[src/rtl/pipeline_hazard_ctrl_pkg.sv]
// Shared definitions for the pipeline hazard controller: FSM encoding and widths.
// Latency: n/a (types and constants only).
// Backpressure: n/a.
package pipeline_hazard_ctrl_pkg;

    localparam int REG_ADDR_W = 5;
    localparam int WAIT_CNT_W = 8;
    localparam int PERF_CNT_W = 16;

    typedef enum logic [1:0] {
        ST_IDLE     = 2'd0,
        ST_RUN      = 2'd1,
        ST_MEM_WAIT = 2'd2
    } hazard_state_t;

endpackage

[src/rtl/pipeline_hazard_ctrl_if.sv]
// Bundle of pipeline-side signals between the CPU datapath and the hazard controller.
// Latency: n/a (wires only).
// Backpressure: memory hold is carried by MEM_Req_i/MEM_Ack_i and reflected as Freeze_o.
interface pipeline_hazard_ctrl_if;
    import pipeline_hazard_ctrl_pkg::*;

    logic                  start_i;
    logic [REG_ADDR_W-1:0] RS1addr_i;
    logic [REG_ADDR_W-1:0] RS2addr_i;
    logic                  UseRS1_i;
    logic                  UseRS2_i;
    logic                  EX_MemRead_i;
    logic [REG_ADDR_W-1:0] EX_RDaddr_i;
    logic                  Branch_i;
    logic                  MEM_Req_i;
    logic                  MEM_Ack_i;
    logic                  PCWrite_o;
    logic                  Stall_o;
    logic                  NoOp_o;
    logic                  Flush_o;
    logic                  Freeze_o;
    logic [PERF_CNT_W-1:0] StallCnt_o;
    logic [PERF_CNT_W-1:0] FlushCnt_o;
    logic                  Err_o;

    // Datapath side: drives the pipeline status, receives the control decisions.
    modport master (
        output start_i, RS1addr_i, RS2addr_i, UseRS1_i, UseRS2_i,
               EX_MemRead_i, EX_RDaddr_i, Branch_i, MEM_Req_i, MEM_Ack_i,
        input  PCWrite_o, Stall_o, NoOp_o, Flush_o, Freeze_o,
               StallCnt_o, FlushCnt_o, Err_o
    );

    // Controller side.
    modport slave (
        input  start_i, RS1addr_i, RS2addr_i, UseRS1_i, UseRS2_i,
               EX_MemRead_i, EX_RDaddr_i, Branch_i, MEM_Req_i, MEM_Ack_i,
        output PCWrite_o, Stall_o, NoOp_o, Flush_o, Freeze_o,
               StallCnt_o, FlushCnt_o, Err_o
    );

endinterface

[src/rtl/pipeline_hazard_ctrl_sat_counter.sv]
// Saturating up-counter with synchronous clear; clear wins over increment.
// Latency: 1 cycle from inc/clr to cnt.
// Backpressure: none; holds at MAX instead of wrapping.
module sat_counter #(
    parameter int               WIDTH = 16,
    parameter logic [WIDTH-1:0] MAX   = '1
) (
    input  logic             clk,
    input  logic             clr,
    input  logic             inc,
    output logic [WIDTH-1:0] cnt
);

    // Count up until MAX, then hold; clr returns to zero.
    always_ff @(posedge clk) begin
        if (clr) begin
            cnt <= '0;
        end else if (inc && (cnt != MAX)) begin
            cnt <= cnt + WIDTH'(1);
        end
    end

endmodule

[src/rtl/pipeline_hazard_ctrl.sv]
// Pipeline hazard controller: load-use stall, branch flush and memory-wait freeze with perf counters.
// Latency: control outputs are combinational from state and inputs; counters and Err_o update 1 cycle later.
// Backpressure: an unacknowledged memory request freezes the whole pipeline until MEM_Ack_i.
module pipeline_hazard_ctrl
    import pipeline_hazard_ctrl_pkg::*;
#(
    parameter int MEM_TIMEOUT = 255
) (
    input  logic                 clk_i,
    input  logic                 rst_i,
    pipeline_hazard_ctrl_if.slave bus
);

    localparam logic [WAIT_CNT_W-1:0] WAIT_MAX = WAIT_CNT_W'(MEM_TIMEOUT);

    hazard_state_t         state;
    logic                  active;
    logic                  loaduse;
    logic                  mem_enter;
    logic                  freeze;
    logic                  pc_write;
    logic                  stall;
    logic                  noop;
    logic                  flush;
    logic                  err_q;
    logic [WAIT_CNT_W-1:0] wait_cnt;
    logic [PERF_CNT_W-1:0] stall_cnt;
    logic [PERF_CNT_W-1:0] flush_cnt;

    // Load-use hazard: EX load writes a register the ID instruction reads; x0 never hazards.
    always_comb begin
        loaduse = bus.EX_MemRead_i && (bus.EX_RDaddr_i != '0) &&
                  ((bus.UseRS1_i && (bus.EX_RDaddr_i == bus.RS1addr_i)) ||
                   (bus.UseRS2_i && (bus.EX_RDaddr_i == bus.RS2addr_i)));
    end

    // Memory hold: a pending request without ack freezes, both on the request cycle and while waiting.
    always_comb begin
        active    = (state == ST_RUN) || (state == ST_MEM_WAIT);
        mem_enter = (state == ST_RUN) && bus.MEM_Req_i && !bus.MEM_Ack_i;
        freeze    = !rst_i && (mem_enter || ((state == ST_MEM_WAIT) && !bus.MEM_Ack_i));
    end

    // Output decode, priority freeze > load-use > normal flow; reset and IDLE hold the PC.
    always_comb begin
        pc_write = 1'b0;
        stall    = 1'b1;
        noop     = 1'b0;
        flush    = 1'b0;
        if (!rst_i && active && !freeze) begin
            if (loaduse) begin
                noop = 1'b1;
            end else begin
                pc_write = 1'b1;
                stall    = 1'b0;
                flush    = bus.Branch_i;
            end
        end
    end

    // State register; start_i only matters in IDLE, an ack in the request cycle skips MEM_WAIT.
    always_ff @(posedge clk_i) begin
        if (rst_i) begin
            state <= ST_IDLE;
        end else begin
            case (state)
                ST_IDLE:     if (bus.start_i) state <= ST_RUN;
                ST_RUN:      if (bus.MEM_Req_i && !bus.MEM_Ack_i) state <= ST_MEM_WAIT;
                ST_MEM_WAIT: if (bus.MEM_Ack_i) state <= ST_RUN;
                default:     state <= ST_IDLE;
            endcase
        end
    end

    // Sticky timeout flag: sets on the edge where the wait counter reaches the limit.
    always_ff @(posedge clk_i) begin
        if (rst_i) begin
            err_q <= 1'b0;
        end else if ((state == ST_MEM_WAIT) && (wait_cnt >= WAIT_MAX - WAIT_CNT_W'(1))) begin
            err_q <= 1'b1;
        end
    end

    sat_counter #(.WIDTH(WAIT_CNT_W), .MAX(WAIT_MAX)) u_wait_cnt (
        .clk (clk_i),
        .clr (rst_i || mem_enter),
        .inc (state == ST_MEM_WAIT),
        .cnt (wait_cnt)
    );

    sat_counter #(.WIDTH(PERF_CNT_W)) u_stall_cnt (
        .clk (clk_i),
        .clr (rst_i),
        .inc (active && !pc_write),
        .cnt (stall_cnt)
    );

    sat_counter #(.WIDTH(PERF_CNT_W)) u_flush_cnt (
        .clk (clk_i),
        .clr (rst_i),
        .inc (flush),
        .cnt (flush_cnt)
    );

    assign bus.PCWrite_o  = pc_write;
    assign bus.Stall_o    = stall;
    assign bus.NoOp_o     = noop;
    assign bus.Flush_o    = flush;
    assign bus.Freeze_o   = freeze;
    assign bus.StallCnt_o = stall_cnt;
    assign bus.FlushCnt_o = flush_cnt;
    assign bus.Err_o      = err_q;

endmodule

[src/flat_wrapper.sv]
// flat-port wrapper written by rule: the top's interface ports become plain ports
module pipeline_hazard_ctrl_flat import pipeline_hazard_ctrl_pkg::*;
#(
    parameter int MEM_TIMEOUT = 255
)
  (clk_i, rst_i, bus_start_i, bus_RS1addr_i, bus_RS2addr_i, bus_UseRS1_i, bus_UseRS2_i, bus_EX_MemRead_i, bus_EX_RDaddr_i, bus_Branch_i, bus_MEM_Req_i, bus_MEM_Ack_i, bus_PCWrite_o, bus_Stall_o, bus_NoOp_o, bus_Flush_o, bus_Freeze_o, bus_StallCnt_o, bus_FlushCnt_o, bus_Err_o);
  pipeline_hazard_ctrl_if bus_i ();
  input  logic clk_i;
  input  logic rst_i;
  input wire logic [$bits(bus_i.start_i)-1:0] bus_start_i;
  input wire logic [$bits(bus_i.RS1addr_i)-1:0] bus_RS1addr_i;
  input wire logic [$bits(bus_i.RS2addr_i)-1:0] bus_RS2addr_i;
  input wire logic [$bits(bus_i.UseRS1_i)-1:0] bus_UseRS1_i;
  input wire logic [$bits(bus_i.UseRS2_i)-1:0] bus_UseRS2_i;
  input wire logic [$bits(bus_i.EX_MemRead_i)-1:0] bus_EX_MemRead_i;
  input wire logic [$bits(bus_i.EX_RDaddr_i)-1:0] bus_EX_RDaddr_i;
  input wire logic [$bits(bus_i.Branch_i)-1:0] bus_Branch_i;
  input wire logic [$bits(bus_i.MEM_Req_i)-1:0] bus_MEM_Req_i;
  input wire logic [$bits(bus_i.MEM_Ack_i)-1:0] bus_MEM_Ack_i;
  output wire logic [$bits(bus_i.PCWrite_o)-1:0] bus_PCWrite_o;
  output wire logic [$bits(bus_i.Stall_o)-1:0] bus_Stall_o;
  output wire logic [$bits(bus_i.NoOp_o)-1:0] bus_NoOp_o;
  output wire logic [$bits(bus_i.Flush_o)-1:0] bus_Flush_o;
  output wire logic [$bits(bus_i.Freeze_o)-1:0] bus_Freeze_o;
  output wire logic [$bits(bus_i.StallCnt_o)-1:0] bus_StallCnt_o;
  output wire logic [$bits(bus_i.FlushCnt_o)-1:0] bus_FlushCnt_o;
  output wire logic [$bits(bus_i.Err_o)-1:0] bus_Err_o;
  assign bus_i.start_i = bus_start_i;
  assign bus_i.RS1addr_i = bus_RS1addr_i;
  assign bus_i.RS2addr_i = bus_RS2addr_i;
  assign bus_i.UseRS1_i = bus_UseRS1_i;
  assign bus_i.UseRS2_i = bus_UseRS2_i;
  assign bus_i.EX_MemRead_i = bus_EX_MemRead_i;
  assign bus_i.EX_RDaddr_i = bus_EX_RDaddr_i;
  assign bus_i.Branch_i = bus_Branch_i;
  assign bus_i.MEM_Req_i = bus_MEM_Req_i;
  assign bus_i.MEM_Ack_i = bus_MEM_Ack_i;
  assign bus_PCWrite_o = bus_i.PCWrite_o;
  assign bus_Stall_o = bus_i.Stall_o;
  assign bus_NoOp_o = bus_i.NoOp_o;
  assign bus_Flush_o = bus_i.Flush_o;
  assign bus_Freeze_o = bus_i.Freeze_o;
  assign bus_StallCnt_o = bus_i.StallCnt_o;
  assign bus_FlushCnt_o = bus_i.FlushCnt_o;
  assign bus_Err_o = bus_i.Err_o;
  pipeline_hazard_ctrl #(.MEM_TIMEOUT(MEM_TIMEOUT)) u_core (.clk_i(clk_i), .rst_i(rst_i), .bus(bus_i));
endmodule
[config.mk]
export PLATFORM = sky130hd
export DESIGN_NAME = pipeline_hazard_ctrl_flat
export DESIGN_NICKNAME = d
export VERILOG_FILES = /design/src/rtl/pipeline_hazard_ctrl_pkg.sv /design/src/rtl/pipeline_hazard_ctrl_if.sv /design/src/rtl/pipeline_hazard_ctrl_sat_counter.sv /design/src/rtl/pipeline_hazard_ctrl.sv /design/src/flat_wrapper.sv
export SDC_FILE = /design/constraint.sdc
export NUM_CORES = 1
export LEC_CHECK = 0
export CORE_AREA = 2 2 82 64
export CTS_CLUSTER_SIZE = 20
export DETAILED_ROUTE_END_ITERATION = 12
export DIE_AREA = 0 0 84 66
export PLACE_DENSITY = 0.81
export RECOVER_POWER = 100
export SETUP_SLACK_MARGIN = 0.02
export SYNTH_ARGS = -nofsm -noshare
export SYNTH_HDL_FRONTEND = slang
export SYNTH_SLANG_ARGS = --single-unit
[constraint.sdc]
create_clock -name clk_i -period 6.9 [get_ports clk_i]
set_input_delay 1.38 -clock clk_i [delete_from_list [all_inputs] [get_ports clk_i]]
set_output_delay 1.38 -clock clk_i [all_outputs]
set_load 0.02 [all_outputs]
==> flow_metrics.py <==
metrics = {
    "synthesis": {
        "syn_area_um2": 2420,
        "synth.net_count": 322,
        "synth_cells": 290,
        "synth_top_area_share": 0.356,
        "synth_area_leaders": "dfxtp_1, nor2_1, xnor2_1",
        "yosysMostFrequentCell": "dfxtp_1",
        "synth-seq-area-share": 0.356,
        "synth_seq_cells": 43,
        "synth-main-ff-cell": "dfxtp_1",
        "synth_edf_count": 0,
        "synth_cell_types": 52,
        "async_flop_share": 0,
        "ys_top_cells_by_count": "dfxtp_1, nor2_1, nand2_1",
        "syn_avg_cell_area_um2": 8.34,
        "yosysWarnings": 0,
        "synth_top_area_cell": "dfxtp_1",
    },
    "routing": {
        "post-route-drc-count": 0,
        "first_iter_violations": 102,
        "firstDrtPassIters": 4,
        "drt-total-wl_um": 5600,
        "postRouteAntennaNets": 0,
        "vias": 2358,
        "vias_per_cell": 5.70,
        "wl_per_cell_um": 13.5,
    },
    "power_and_ir_drop": {
        "irDropWorstVdd_v": 0.000104,
        "power_leakage_nw": 1.19,
        "powerDensity_nw_per_um2": 215,
        "power.total_mw": 0.679,
        "p_comb_frac": 0.284,
        "clkPwrFrac": 0.312,
        "switching_share": 0.328,
        "p_switching_mw": 0.223,
        "pwr-share-seq": 0.405,
        "power.internal_mw": 0.457,
    },
    "grt": {
        "grt_most_used_layer": "met2",
        "use_met1": 0.277,
        "grt_max_degree": 46,
        "grt_antenna_before_repair": 0,
        "groute.usage.overall": 0.215,
        "grtUsageMet3": 0.0437,
        "grt_pass1_wl_um": 9630,
        "grt_pass1_vias": 2171,
        "grt-ovfl-total": 0,
        "grt_use_met2": 0.353,
    },
    "place": {
        "gp_congestion": 0.827,
        "dp_cells": 406,
        "hpwl_um": 4160,
        "portBuffers": 61,
    },
    "cts": {
        "htree_levels": 2,
        "cts_hold_buf": 0,
        "clock_latency_ns": 0.30,
        "cts_setup_buffers": 0,
        "root_buffer": "clkbuf_8",
        "clkSinkCount": 43,
        "clkTransAtPathRegs_ns": 0.08,
        "clock_path_buffers": 2,
        "ctsResizeCount": 0,
        "cts_tree": "yes",
        "cts_made_buffers": 5,
    },
    "finish": {
        "diodes": 0,
        "final_nets": 385,
        "fin_util": 0.663,
        "drive_gt1_frac": 0.0650,
        "fillers": 406,
        "layout-area-overhead-vs-synth_pct": 30.4,
        "fin_cells": 414,
    },
    "critical_path": {
        "cp.arrival_ns": 4.38,
        "worstPathRequired_ns": 5.52,
        "crit_start": "rst_i",
        "rrSetupSlack_ns": 3.71,
        "rr_worst_depth": 8,
        "cp_max_fo": 45,
        "timing.rr.start": "u_core.state[0]",
        "r2r-end": "u_core.u_flush_cnt.cnt[13]",
        "critPathKind": "in2out",
        "end_kind": "primary output",
        "start_kind": "input pin",
    },
    "timing": {
        "rsz0062_at_grt": "no",
        "fin_crit_sh": 0.835,
        "hold_viol": 0,
        "tightestPinTransition_ns": 1.87,
        "finalSetupViolCount": 0,
        "fin_skew_ns": 0.00487,
        "finalMaxSlewViolations": 46,
        "min_period_ns": 5.76,
        "final.setup.tns_ns": 0,
        "relSlewSlack": -0.248,
        "max_clock_freq_ghz": 0.174,
    },
    "status": {
        "run_status": "finished with violations",
        "violations": "capacitance limit, slew limit",
    },
    "die": {
        "core_area_um2": 4760,
        "rows": 22,
        "die_h_um": 66,
        "initial_utilization": 0.508,
        "die-width_um": 84,
        "ios": 62,
        "die_area_um2": 5540,
    },
    "job": {
        "cap_violations": 1,
    },
    "hold_path": {
        "hp-class": "reg2reg",
        "hold_depth": 2,
        "hold_start": "u_core.bus.Err_o",
        "holdPathEnd": "u_core.bus.Err_o",
    },
}
==> state kept, by name, indices dropped and copies added (netlist names) <==
signal / flops
u_core.u_flush_cnt.cnt: 16
u_core.u_stall_cnt.cnt: 16
u_core.u_wait_cnt.cnt: 8
u_core.state: 2
u_core.bus.Err_o: 1
==> metal layers <==
layer	vias to the layer above	part of all wire	wire length, um
met5	-	0	0
met4	0	0.022	123
met3	13	0.048	271
met2	68	0.44	2480
met1	1091	0.49	2730
li1	1186	-	-
==> critical path, cell delays in order <==
cell and delay [ns]:
clkdlybuf4s50_1 0.45, clkbuf_1 1.34, nor2b_1 0.14, o21a_1 0.22, o21ai_2 0.16, clkdlybuf4s50_1 0.67
==> power by group through the flow <==
stage	Combinational, mW	Clock, mW	Sequential, mW
global placement	0.192	0	0.280
finish	0.193	0.212	0.275
detailed placement	0.200	0	0.281
global route	0.213	0.222	0.278
CTS	0.200	0.213	0.275
floorplan	0.135	0	0.283
==> cell families after synthesis <==
group / after synthesis / share of synthesized area
AOI/OAI and AO/OA: 63 / 0.179
xor gates and xnor gates: 21 / 0.0760
adders and majority gates: 8 / 0.0414
buffers and inverters: 17 / 0.0367
DFF: 43 / 0.356
muxes: 7 / 0.0310
and+or+nand+nor: 131 / 0.280
==> cell type report <==
class	instances	area (um2)	area share
Clock buffer	6	82.6	0.0262
Clock inverter	2	35.0	0.0111
Inverter	11	41.3	0.0131
Multi-Input combinational cell	230	1450	0.458
Sequential cell	43	861	0.273
Tap cell	60	75.1	0.0238
Timing Repair Buffer	62	614	0.195
==> stage by stage <==
step | cell area [um2] | worst slack [ns] | hold slack, ns
after floorplan | 2420 | 2.83 | 0.494
after global placement | 3070 | 1.93 | 0.454
after detailed placement | 3070 | 1.88 | 0.464
after CTS | 3180 | 1.86 | 0.484
after global routing | 3160 | 0.921 | 0.493
final | 3160 | 1.14 | 0.472
==> cells in the final DEF, fill, tap and decap left out, types with 10 or more instances in the layout <==
master,instances
a21oi_1,19
clkdlybuf4s50_1,27
dfxtp_1,43
dlygate4sd3_1,34
inv_1,11
nand2_1,21
nand3_1,16
nand4_1,11
nor2_1,33
o21ai_0,17
or3_1,10
xnor2_1,13
==> worst max-delay path by stage <==
stage | end | slack, ns | cells after the start
4_1_cts | bus_Stall_o | 1.86 | 6
3_5_place_dp | bus_Stall_o | 1.88 | 6
6_report | bus_Stall_o | 1.14 | 6
2_1_floorplan | bus_Flush_o | 2.83 | 4
3_3_place_gp | bus_Stall_o | 1.93 | 6
5_1_grt | bus_PCWrite_o | 0.92 | 7
No activity file was read; power rests on OpenSTA's default activity.
